[src/rtl/mtm_alu_pkg.sv]
// mtm_alu_pkg: shared types and frame constants for the mtm_alu serial link
package mtm_alu_pkg;
    typedef enum logic [2:0] {IDLE, TYPE, DATA, STOP, WAIT_IDLE} rx_state_t;
    localparam logic FRAME_START = 1'b0;
    localparam logic FRAME_STOP  = 1'b1;
    localparam logic FRAME_CMD   = 1'b1;
    localparam logic FRAME_DATA  = 1'b0;
    localparam int   FRAME_BITS  = 11;
endpackage

[src/rtl/mtm_alu_serial_rx_if.sv]
// mtm_alu_serial_rx_if: serial input and packet record bundle of the receiver
interface mtm_alu_serial_rx_if #(parameter int MAX_BYTES = 8);
    localparam int CNT_W = $clog2(MAX_BYTES + 1);
    logic                   sin;
    logic                   pkt_valid;
    logic [8*MAX_BYTES-1:0] pkt_data;
    logic [CNT_W-1:0]       pkt_ndata;
    logic [7:0]             pkt_ctl;
    logic                   pkt_err_frame;
    logic                   pkt_err_ovf;
    modport master (output sin, input pkt_valid, pkt_data, pkt_ndata, pkt_ctl, pkt_err_frame, pkt_err_ovf);
    modport slave  (input sin, output pkt_valid, pkt_data, pkt_ndata, pkt_ctl, pkt_err_frame, pkt_err_ovf);
endinterface

[src/rtl/mtm_alu_frame_rx.sv]
// mtm_alu_frame_rx: bit-level deframer; reports one byte per frame the cycle after its stop bit
module mtm_alu_frame_rx
    import mtm_alu_pkg::*;
(
    input  logic       clk,
    input  logic       reset_n,
    input  logic       sin_i,
    output logic       byte_valid_o,
    output logic [7:0] data_o,
    output logic       is_cmd_o,
    output logic       frame_err_o
);
    rx_state_t  state_q, state_d;
    logic [2:0] cnt_q, cnt_d;
    logic [7:0] data_q, data_d;
    logic       cmd_q, cmd_d, vld_q, vld_d, err_q, err_d;

    always_ff @(posedge clk or negedge reset_n) begin
        if (!reset_n) begin
            state_q <= IDLE;
            cnt_q   <= '0;
            data_q  <= '0;
            cmd_q   <= 1'b0;
            vld_q   <= 1'b0;
            err_q   <= 1'b0;
        end else begin
            state_q <= state_d;
            cnt_q   <= cnt_d;
            data_q  <= data_d;
            cmd_q   <= cmd_d;
            vld_q   <= vld_d;
            err_q   <= err_d;
        end
    end

    // a low stop bit parks in WAIT_IDLE so it cannot be mistaken for a start bit
    always_comb begin
        state_d = state_q;
        cnt_d   = cnt_q;
        data_d  = data_q;
        cmd_d   = cmd_q;
        vld_d   = 1'b0;
        err_d   = 1'b0;
        case (state_q)
            IDLE:      state_d = (sin_i == FRAME_START) ? TYPE : IDLE;
            TYPE: begin
                cmd_d   = (sin_i == FRAME_CMD);
                cnt_d   = 3'd7;
                state_d = DATA;
            end
            DATA: begin
                data_d  = {data_q[6:0], sin_i};
                cnt_d   = cnt_q - 3'd1;
                state_d = (cnt_q == 3'd0) ? STOP : DATA;
            end
            STOP: begin
                vld_d   = 1'b1;
                err_d   = (sin_i != FRAME_STOP);
                state_d = (sin_i == FRAME_STOP) ? IDLE : WAIT_IDLE;
            end
            WAIT_IDLE: state_d = sin_i ? IDLE : WAIT_IDLE;
            default:   state_d = IDLE;
        endcase
    end

    assign byte_valid_o = vld_q;
    assign data_o       = data_q;
    assign is_cmd_o     = cmd_q;
    assign frame_err_o  = err_q;
endmodule

[src/rtl/mtm_alu_serial_rx.sv]
// mtm_alu_serial_rx: assembles deframed bytes into packets closed by a command byte
module mtm_alu_serial_rx #(
    parameter int MAX_BYTES = 8
) (
    input logic              clk,
    input logic              reset_n,
    mtm_alu_serial_rx_if.slave bus
);
    localparam int CNT_W = $clog2(MAX_BYTES + 1);
    localparam int W     = 8 * MAX_BYTES;

    logic             byte_valid, is_cmd, frame_err;
    logic [7:0]       rx_byte;
    logic [W-1:0]     acc_q, data_q;
    logic [CNT_W-1:0] cnt_q, ndata_q;
    logic [7:0]       ctl_q;
    logic             ferr_q, ovf_q, valid_q, err_frame_q, err_ovf_q;

    mtm_alu_frame_rx u_frame_rx (
        .clk          (clk),
        .reset_n      (reset_n),
        .sin_i        (bus.sin),
        .byte_valid_o (byte_valid),
        .data_o       (rx_byte),
        .is_cmd_o     (is_cmd),
        .frame_err_o  (frame_err)
    );

    always_ff @(posedge clk or negedge reset_n) begin
        if (!reset_n) begin
            acc_q       <= '0;
            cnt_q       <= '0;
            ferr_q      <= 1'b0;
            ovf_q       <= 1'b0;
            valid_q     <= 1'b0;
            data_q      <= '0;
            ndata_q     <= '0;
            ctl_q       <= '0;
            err_frame_q <= 1'b0;
            err_ovf_q   <= 1'b0;
        end else begin
            valid_q <= 1'b0;
            if (byte_valid) begin
                if (frame_err) begin
                    ferr_q <= 1'b1;
                end else if (is_cmd) begin
                    valid_q     <= 1'b1;
                    data_q      <= acc_q;
                    ndata_q     <= cnt_q;
                    ctl_q       <= rx_byte;
                    err_frame_q <= ferr_q;
                    err_ovf_q   <= ovf_q;
                    acc_q       <= '0;
                    cnt_q       <= '0;
                    ferr_q      <= 1'b0;
                    ovf_q       <= 1'b0;
                end else if (cnt_q == CNT_W'(MAX_BYTES)) begin
                    ovf_q <= 1'b1;
                end else begin
                    acc_q <= {acc_q[W-9:0], rx_byte};
                    cnt_q <= cnt_q + 1'b1;
                end
            end
        end
    end

    assign bus.pkt_valid     = valid_q;
    assign bus.pkt_data      = data_q;
    assign bus.pkt_ndata     = ndata_q;
    assign bus.pkt_ctl       = ctl_q;
    assign bus.pkt_err_frame = err_frame_q;
    assign bus.pkt_err_ovf   = err_ovf_q;
endmodule

[src/flat_wrapper.sv]
// flat-port wrapper written by rule: the top's interface ports become plain ports
module mtm_alu_serial_rx_flat 
#(
    parameter int MAX_BYTES = 8
)
  (clk, reset_n, bus_sin, bus_pkt_valid, bus_pkt_data, bus_pkt_ndata, bus_pkt_ctl, bus_pkt_err_frame, bus_pkt_err_ovf);
  mtm_alu_serial_rx_if #(.MAX_BYTES(MAX_BYTES)) bus_i ();
  input logic clk;
  input logic reset_n;
  input wire logic [$bits(bus_i.sin)-1:0] bus_sin;
  output wire logic [$bits(bus_i.pkt_valid)-1:0] bus_pkt_valid;
  output wire logic [$bits(bus_i.pkt_data)-1:0] bus_pkt_data;
  output wire logic [$bits(bus_i.pkt_ndata)-1:0] bus_pkt_ndata;
  output wire logic [$bits(bus_i.pkt_ctl)-1:0] bus_pkt_ctl;
  output wire logic [$bits(bus_i.pkt_err_frame)-1:0] bus_pkt_err_frame;
  output wire logic [$bits(bus_i.pkt_err_ovf)-1:0] bus_pkt_err_ovf;
  assign bus_i.sin = bus_sin;
  assign bus_pkt_valid = bus_i.pkt_valid;
  assign bus_pkt_data = bus_i.pkt_data;
  assign bus_pkt_ndata = bus_i.pkt_ndata;
  assign bus_pkt_ctl = bus_i.pkt_ctl;
  assign bus_pkt_err_frame = bus_i.pkt_err_frame;
  assign bus_pkt_err_ovf = bus_i.pkt_err_ovf;
  mtm_alu_serial_rx #(.MAX_BYTES(MAX_BYTES)) u_core (.clk(clk), .reset_n(reset_n), .bus(bus_i));
endmodule
[config.mk]
export PLATFORM = sky130hd
export DESIGN_NAME = mtm_alu_serial_rx_flat
export DESIGN_NICKNAME = d
export VERILOG_FILES = /design/src/rtl/mtm_alu_pkg.sv /design/src/rtl/mtm_alu_serial_rx_if.sv /design/src/rtl/mtm_alu_frame_rx.sv /design/src/rtl/mtm_alu_serial_rx.sv /design/src/flat_wrapper.sv
export SDC_FILE = /design/constraint.sdc
export NUM_CORES = 1
export LEC_CHECK = 0
export ABC_AREA = 1
export CORE_MARGIN = 4
export CORE_UTILIZATION = 35
export DETAILED_ROUTE_END_ITERATION = 16
export GPL_ROUTABILITY_DRIVEN = 0
export HOLD_SLACK_MARGIN = 0.02
export REMOVE_ABC_BUFFERS = 1
export SYNTH_ARGS = -nofsm -noshare
export SYNTH_HDL_FRONTEND = slang
export SYNTH_HIERARCHICAL = 1
export SYNTH_SLANG_ARGS = --single-unit
[constraint.sdc]
create_clock -name clk -period 2.25 [get_ports clk]
set_input_delay 0.45 -clock clk [delete_from_list [all_inputs] [get_ports clk]]
set_output_delay 0.45 -clock clk [all_outputs]
set_load 0.01 [all_outputs]
==> summary.md, run 1 <==
| Metric | Value |
|---|---|
| Max FO, Critical Path | 2 |
| Post-route non-filler standard cell count | 1051 |
| Clock transition at the registers of the reported paths | 0.06 ns |
| Slowest stage delay, CP | 0.56 ns |
| Post-Synth XOR/XNOR Area | 0.132% |
| # port buffers | 81 |
| Maxcap violations | 0 |
| Mux cell area share after synthesis | 0% |
| Core Region | 18700 um2 |
| Number of library cell types mapped by synthesis | 23 |
| Drc violations | 0 |
| R2r startpoint | u_core/u_frame_rx/frame_err_o |
| Synth Area in Simple Gates | 30.7% |
| Hpwl dp | 8760 um |
| Crit-path slowest cell | clkdlybuf4s50_1 |
| CTS root buf | clkbuf_16 |
| Delay-heaviest family, CP | buffers and inverters |
| Sequential share of power | 43.3% |
| Sw Ratio | 33.0% |
| Final WL | 14700 um |
| R2R depth | 5 |
| Setup TNS | 0 ns |
| Peak supply drop | 0.542 mV |
| Critical Path End Type | output port |
| Fin crit share | 80.9% |
| Antenna violations before repair | 0 |
| Setup violations, final | 0 |
| Register bit total from synthesis | 166 |
| Number of global-route vias before repair | 5052 |
| Antenna Violating Nets Remaining | 0 |
| Kind of critical path | reg -> out |
| Run status | finished, final reports clean |
| Worst hold start | u_core/acc_q[60] |
| Initial Util | 35.5% |
| Clock Power Share | 31.3% |
| GRT Overall Usage | 14.4% |
| Post-Place Cells | 1018 |
| Register-to-Register Setup Slack | 0.55 ns |
| Worst hold-check slack | 0.470 ns |
| FILL cells | 1819 |
| Syn_area_per_cell | 9.02 um2 |
| FP Rows | 50 |
| Vias | 4933 |
| Max-slew violations | 0 |
| TritonCTS Buffers | 17 |
| Leakage power | 0.00437 uW |
| DR iter-0 viols | 304 |
| Max Fclk | 549 MHz |
| CTS Sinks | 166 |
| Min cycle time layout | 1.82 ns |
| Top cells by area, synth | dfrtp_1, nand2_1, nand4_1, buf_2, inv_1 |
| Post-synth top area share | 62.6% |
| Fin Clk Skew | 0.00950 ns |
| Hold Crit Class | reg -> reg |
| Yosys top cell by area | dfrtp_1 |
| Largest net degree at the start of global routing | 68 |
| Die H | 146 um |
| Adder-Cell Fraction of Synth Area | 0.754% |
| Critical-path cell list | clkdlybuf4s50_1 |
| Unrepaired setup endpoints after global routing | false |
| Seq/Total Area, Yosys | 62.6% |
| Required @ worst endpoint | 1.80 ns |
| Die width | 146 um |
| Post-Syn Area | 6640 um2 |
| WP data arrival | 1.37 ns |
| CTS Buffer Depth | 2 |
| Total congestion overflow | 0 |
| Layout cells sized above 1 | 7.10% |
| Final hold violations | 0 |
| Commonest non-fill, non-tap cell in the layout | nand2_1 |
| Fin nets | 811 |
| Crit path buffers/inverters | 1 |
| Wire per inst | 13.9 um |
| Hold worst-path end | u_core/acc_q[60] |
| Hold Path Depth | 2 |
| Startpoint Class | register |
| Power Density | 1160 nW/um2 |
| Post-Syn Instances | 736 |
| Vias per inst | 4.69 |
| Crit Reg-Reg Endpoint | u_core/acc_q[39] |
| Largest family of logic cells by synthesized area | simple AND/OR/NAND/NOR gates |
| Sw Pwr | 3190 uW |
| CTS H-tree lvls | 4 |
| Diodes inserted | 0 |
| Worst Max-Slew Pin Slew | 0.602 ns |
| Commonest cells after routing, fill and taps aside | nand2_1, dfrtp_1, clkdlybuf4s50_1 |
| DR pass1 iterations | 4 |
| Synth-to-Final Area Change | 25.4% |
| Post-CTS setup buffers | 0 |
| Worst slew margin | 59.9% |
| Cts repair resizes | 0 |
| Comb power frac | 25.4% |
| Clk_lat worst skew | 0.42 ns |
| Io pins | 82 |
| P_int | 6470 uW |
| Yosys warns | 6 |
| Compound-Gate Fraction of Synth Area | 1.07% |
| First-pass GRT wire length | 25400 um |
| CTS tree | done |
| Die Area | 21200 um2 |
-- metal layers --
| metal | GRT usage (%) | up-vias | wire, um |
|---|---|---|---|
| met5 | 0 | - | 0 |
| met4 | 4.32 | 0 | 158 |
| met1 | 19.7 | 2359 | 7280 |
| met3 | 3.80 | 13 | 491 |
| li1 | - | 2480 | - |
| met2 | 22.6 | 81 | 6720 |
-- worst reg2reg max path, stage by stage, from the launching register on --
cell     delay, ns
dfrtp_1       0.40
nor2_4        0.14
buf_4         0.39
buf_4         0.44
nand4_1       0.18
nand2_1       0.10
-- registers in the layout, summed over array words and instances, names as in the netlist --
signal	count
u_core/u_frame_rx/frame_err_o	1
u_core/bus.pkt_err_frame	1
u_core/u_frame_rx/is_cmd_o	1
u_core/u_frame_rx/state_q	3
u_core/acc_q	64
u_core/u_frame_rx/cnt_q	3
u_core/bus.pkt_data	64
u_core/bus.pkt_err_ovf	1
u_core/cnt_q	4
u_core/bus.pkt_ctl	8
u_core/u_frame_rx/byte_valid_o	1
u_core/bus.pkt_valid	1
u_core/bus.pkt_ndata	4
u_core/ferr_q	1
u_core/ovf_q	1
u_core/u_frame_rx/data_o	8
-- cell usage after synthesis --
library cell    n
xnor2_1         1
nand3_1         7
dfrtp_1       166
nand3_2         3
inv_1          16
nand2_2         3
buf_1           2
o21ai_0         3
buf_2          24
clkbuf_1       12
o22ai_1         1
nor2_2          1
nand3b_1        1
buf_6           1
nand2_1       397
ha_1            4
nor2_1          3
o21ai_1        10
inv_2           4
clkinv_1        1
nor2_4          1
buf_4           7
nand4_1        68
-- worst max path at each step --
stage	startpoint	end	slack (ns)	cells after the start
global placement	u_core/u_frame_rx/frame_err_o	u_core/acc_q[28]	0.62	5
finish	u_core/bus.pkt_data[11]	bus_pkt_data[11]	0.43	1
CTS	u_core/bus.pkt_data[11]	bus_pkt_data[11]	0.40	1
detailed placement	u_core/u_frame_rx/byte_valid_o	u_core/acc_q[23]	0.60	6
floorplan	u_core/u_frame_rx/is_cmd_o	u_core/ovf_q	-1.10	3
global route	u_core/bus.pkt_data[11]	bus_pkt_data[11]	0.37	1
-- cell type report --
class | instances | area, um2 | share of cell area, %
multi-input combinational | 503 | 2180 | 26.2
inverter | 21 | 78.8 | 0.947
sequential | 166 | 4150 | 49.9
clock buffer | 20 | 457 | 5.49
clock inverter | 12 | 168 | 2.01
timing repair buffer | 95 | 995 | 12.0
tap | 234 | 293 | 3.52
-- power by group through the flow --
stage | registers [uW] | logic (uW) | clock network, uW
floorplan | 4250 | 1190 | 0
global placement | 4230 | 2440 | 0
detailed placement | 4240 | 2470 | 0
CTS | 4190 | 2490 | 3120
global route | 4300 | 2750 | 3240
finish | 4190 | 2450 | 3020
-- cell families (layout without fill, tap and decap cells) --
kind of cell / after synthesis / in the layout
compound gates: 14 / 14
xor+xnor: 1 / 1
fa+ha+maj: 4 / 4
buf+inv: 67 / 148
flops: 166 / 166
simple gates: 484 / 484
-- metrics by stage --
stage / worst slack [ns] / utilization [%] / power [uW] / area, um2
after global routing: 0.372 / 44.5 / 10300 / 8320
after detailed placement: 0.599 / 41.1 / 6710 / 7690
after CTS: 0.403 / 44.5 / 9800 / 8320
final: 0.429 / 44.5 / 9660 / 8320
after floorplan: -1.10 / - / 5440 / 6400
after global placement: 0.615 / 41.1 / 6670 / 7690
-- what timing repair did --
action                                 CTS  global route
endpoints found under the hold margin   37             0
setup endpoints to repair                0             0
hold buffers                             1             0
Power figures use the tool's default switching activity.
==> inputs of run 2 (changes only) <==
==> constraint.sdc (replaced) <==
create_clock -name clk -period 1.65 [get_ports clk]
set_input_delay 0.33 -clock clk [delete_from_list [all_inputs] [get_ports clk]]
set_output_delay 0.33 -clock clk [all_outputs]
set_load 0.01 [all_outputs]
==> summary.md, run 2 (same netlist as run 1, synthesis figures left out) <==
| Metric | Value |
|---|---|
| Unrepaired setup endpoints after global routing | false |
| Leakage power | 0.00487 uW (+12%) |
| Power Density | 1540 nW/um2 (+33%) |
| Largest net degree at the start of global routing | 54 (-21%) |
| Fin nets | 820 (+1.1%) |
| Total congestion overflow | 0 (unchanged) |
| Drc violations | 0 (unchanged) |
| Vias per inst | 4.72 (+0.52%) |
| Die Area | 21200 um2 (unchanged) |
| Crit-path slowest cell | clkdlybuf4s50_1 |
| Critical-path cell list | clkdlybuf4s50_1 |
| CTS H-tree lvls | 4 (unchanged) |
| Die width | 146 um (unchanged) |
| Max-slew violations | 0 (unchanged) |
| CTS Buffer Depth | 2 (unchanged) |
| First-pass GRT wire length | 25000 um (-1.7%) |
| Commonest non-fill, non-tap cell in the layout | nand2_1 |
| Startpoint Class | register |
| Synth-to-Final Area Change | 26.1% |
| Kind of critical path | reg -> out |
| Clock transition at the registers of the reported paths | 0.06 ns (about the same) |
| Final WL | 15000 um (+2.1%) |
| Commonest cells after routing, fill and taps aside | nand2_1, dfrtp_1, dlygate4sd2_1 |
| Min cycle time layout | 1.59 ns |
| Peak supply drop | 0.787 mV (+45%) |
| Final hold violations | 0 (unchanged) |
| Core Region | 18700 um2 (unchanged) |
| Setup TNS | 0 ns (unchanged) |
| Diodes inserted | 0 (unchanged) |
| Layout cells sized above 1 | 7.87% (+0.77 points) |
| CTS tree | done |
| Run status | finished, final reports clean |
| Final Cell Area | 8370 um2 (+0.53%) |
| Hpwl dp | 8910 um (+1.7%) |
| CTS root buf | clkbuf_16 |
| DR iter-0 viols | 290 (-4.6%) |
| Crit path buffers/inverters | 1 (unchanged) |
| Critical Path End Type | output port |
| Required @ worst endpoint | 1.32 ns (-0.48 ns) |
| Antenna Violating Nets Remaining | 0 (unchanged) |
| # port buffers | 81 (unchanged) |
| Worst slew margin | 67.9% (+8.1 points) |
| Max Fclk | 629 MHz |
| Worst Max-Slew Pin Slew | 0.481 ns (-0.121 ns) |
| Number of global-route vias before repair | 4952 (-2.0%) |
| TritonCTS Buffers | 17 (unchanged) |
| Vias | 5001 (+1.4%) |
| Setup violations, final | 0 (unchanged) |
| Register-to-Register Setup Slack | 0.12 ns (-0.43 ns) |
| Wire per inst | 14.1 um (+1.2%) |
| DP Area | 7800 um2 (+1.4%) |
| Initial Util | 35.5% (unchanged) |
| GRT Overall Usage | 14.2% (-0.20 points) |
| FP Rows | 50 (unchanged) |
| Clk_lat worst skew | 0.43 ns (about the same) |
| Die H | 146 um (unchanged) |
| Delay-heaviest family, CP | buffers and inverters |
| Fin crit share | 96.4% |
| Hold Crit Class | in -> async |
| Fin Clk Skew | 0.0135 ns (+0.00396 ns) |
| WP data arrival | 1.26 ns (-0.11 ns) |
| Slowest stage delay, CP | 0.52 ns (-0.04 ns) |
| Max FO, Critical Path | 1 (-1) |
| CTS Sinks | 166 (unchanged) |
| DR pass1 iterations | 5 (+1) |
| Maxcap violations | 0 (unchanged) |
| Io pins | 82 (unchanged) |
| Antenna violations before repair | 0 (unchanged) |
run 2: cell types whose count changed in the layout (fill, tap and decap cells not counted):
cell / previous run / this run
clkdlybuf4s50_1: 80 / 2
dlygate4sd2_1: 0 / 72
dlymetal6s2s_1: 0 / 6
buf_12: 6 / 11
buf_4: 7 / 10
clkbuf_1: 1 / 3
bufinv_16: 3 / 2
clkbuf_16: 17 / 18
clkbuf_8: 2 / 3
clkinv_4: 3 / 2
inv_8: 1 / 0
run 2: routing by layer:
layer / GRT usage (%) / wire length [um]
met2: 21.6 / 6780
met1: 20.1 / 7490
met3: 3.27 / 587
met5: 0 / 0
met4: 4.80 / 93
run 2: timing repair:
item / CTS / global route
setup buffers: 0 / 2
cloned: 0 / 1
gates resized for setup: 72 / 6
endpoints found under the hold margin: 38 / 0
setup endpoints to repair: 72 / 14
hold buffers: 1 / 0
run 2: cell type report:
cell class / count / area (um2)
clock buffers: 23 / 478
clock inverters: 9 / 118
fillers: 1822 / 10300
inverters: 21 / 78.8
multi-input cells: 503 / 2180
flip-flops and latches: 166 / 4150
well taps: 234 / 293
repair buffers: 104 / 1070
run 2: where the power goes:
| part | total [uW] | switching [uW] | internal (uW) |
|---|---|---|---|
| clock | 3960 | 1590 | 2370 |
| sequential | 5680 | 674 | 5010 |
| combinational | 3260 | 2070 | 1190 |
run 2: worst paths after layout:
check / to / depth (start not counted) / startpoint
worst min register to register: u_core/bus.pkt_data[53] / 2 / u_core/bus.pkt_data[53]
min in group clk: u_core/bus.pkt_data[53] / 2 / u_core/bus.pkt_data[53]
worst max register to register: u_core/acc_q[46] / 9 / u_core/cnt_q[1]
worst min-delay path: u_core/bus.pkt_data[56] / 2 / reset_n
max in group asynchronous: u_core/bus.pkt_data[38] / 3 / reset_n
worst max-delay path: bus_pkt_valid / 1 / u_core/bus.pkt_valid
run 2: stage by stage:
| stage | setup slack, ns | hold WS, ns | cells | total power, uW | utilization, % |
|---|---|---|---|---|---|
| after floorplan | -1.70 | 0.0344 | 690 | 7420 | - |
| after global placement | 0.215 | 0.304 | 1024 | 9160 | 41.7 |
| after detailed placement | 0.178 | 0.304 | 1024 | 9210 | 41.7 |
| after CTS | 0.000766 | 0.424 | 1057 | 13000 | 44.4 |
| after global routing | 0.00635 | 0.450 | 1060 | 13700 | 44.7 |
| final | 0.0600 | 0.418 | 1060 | 12900 | 44.7 |
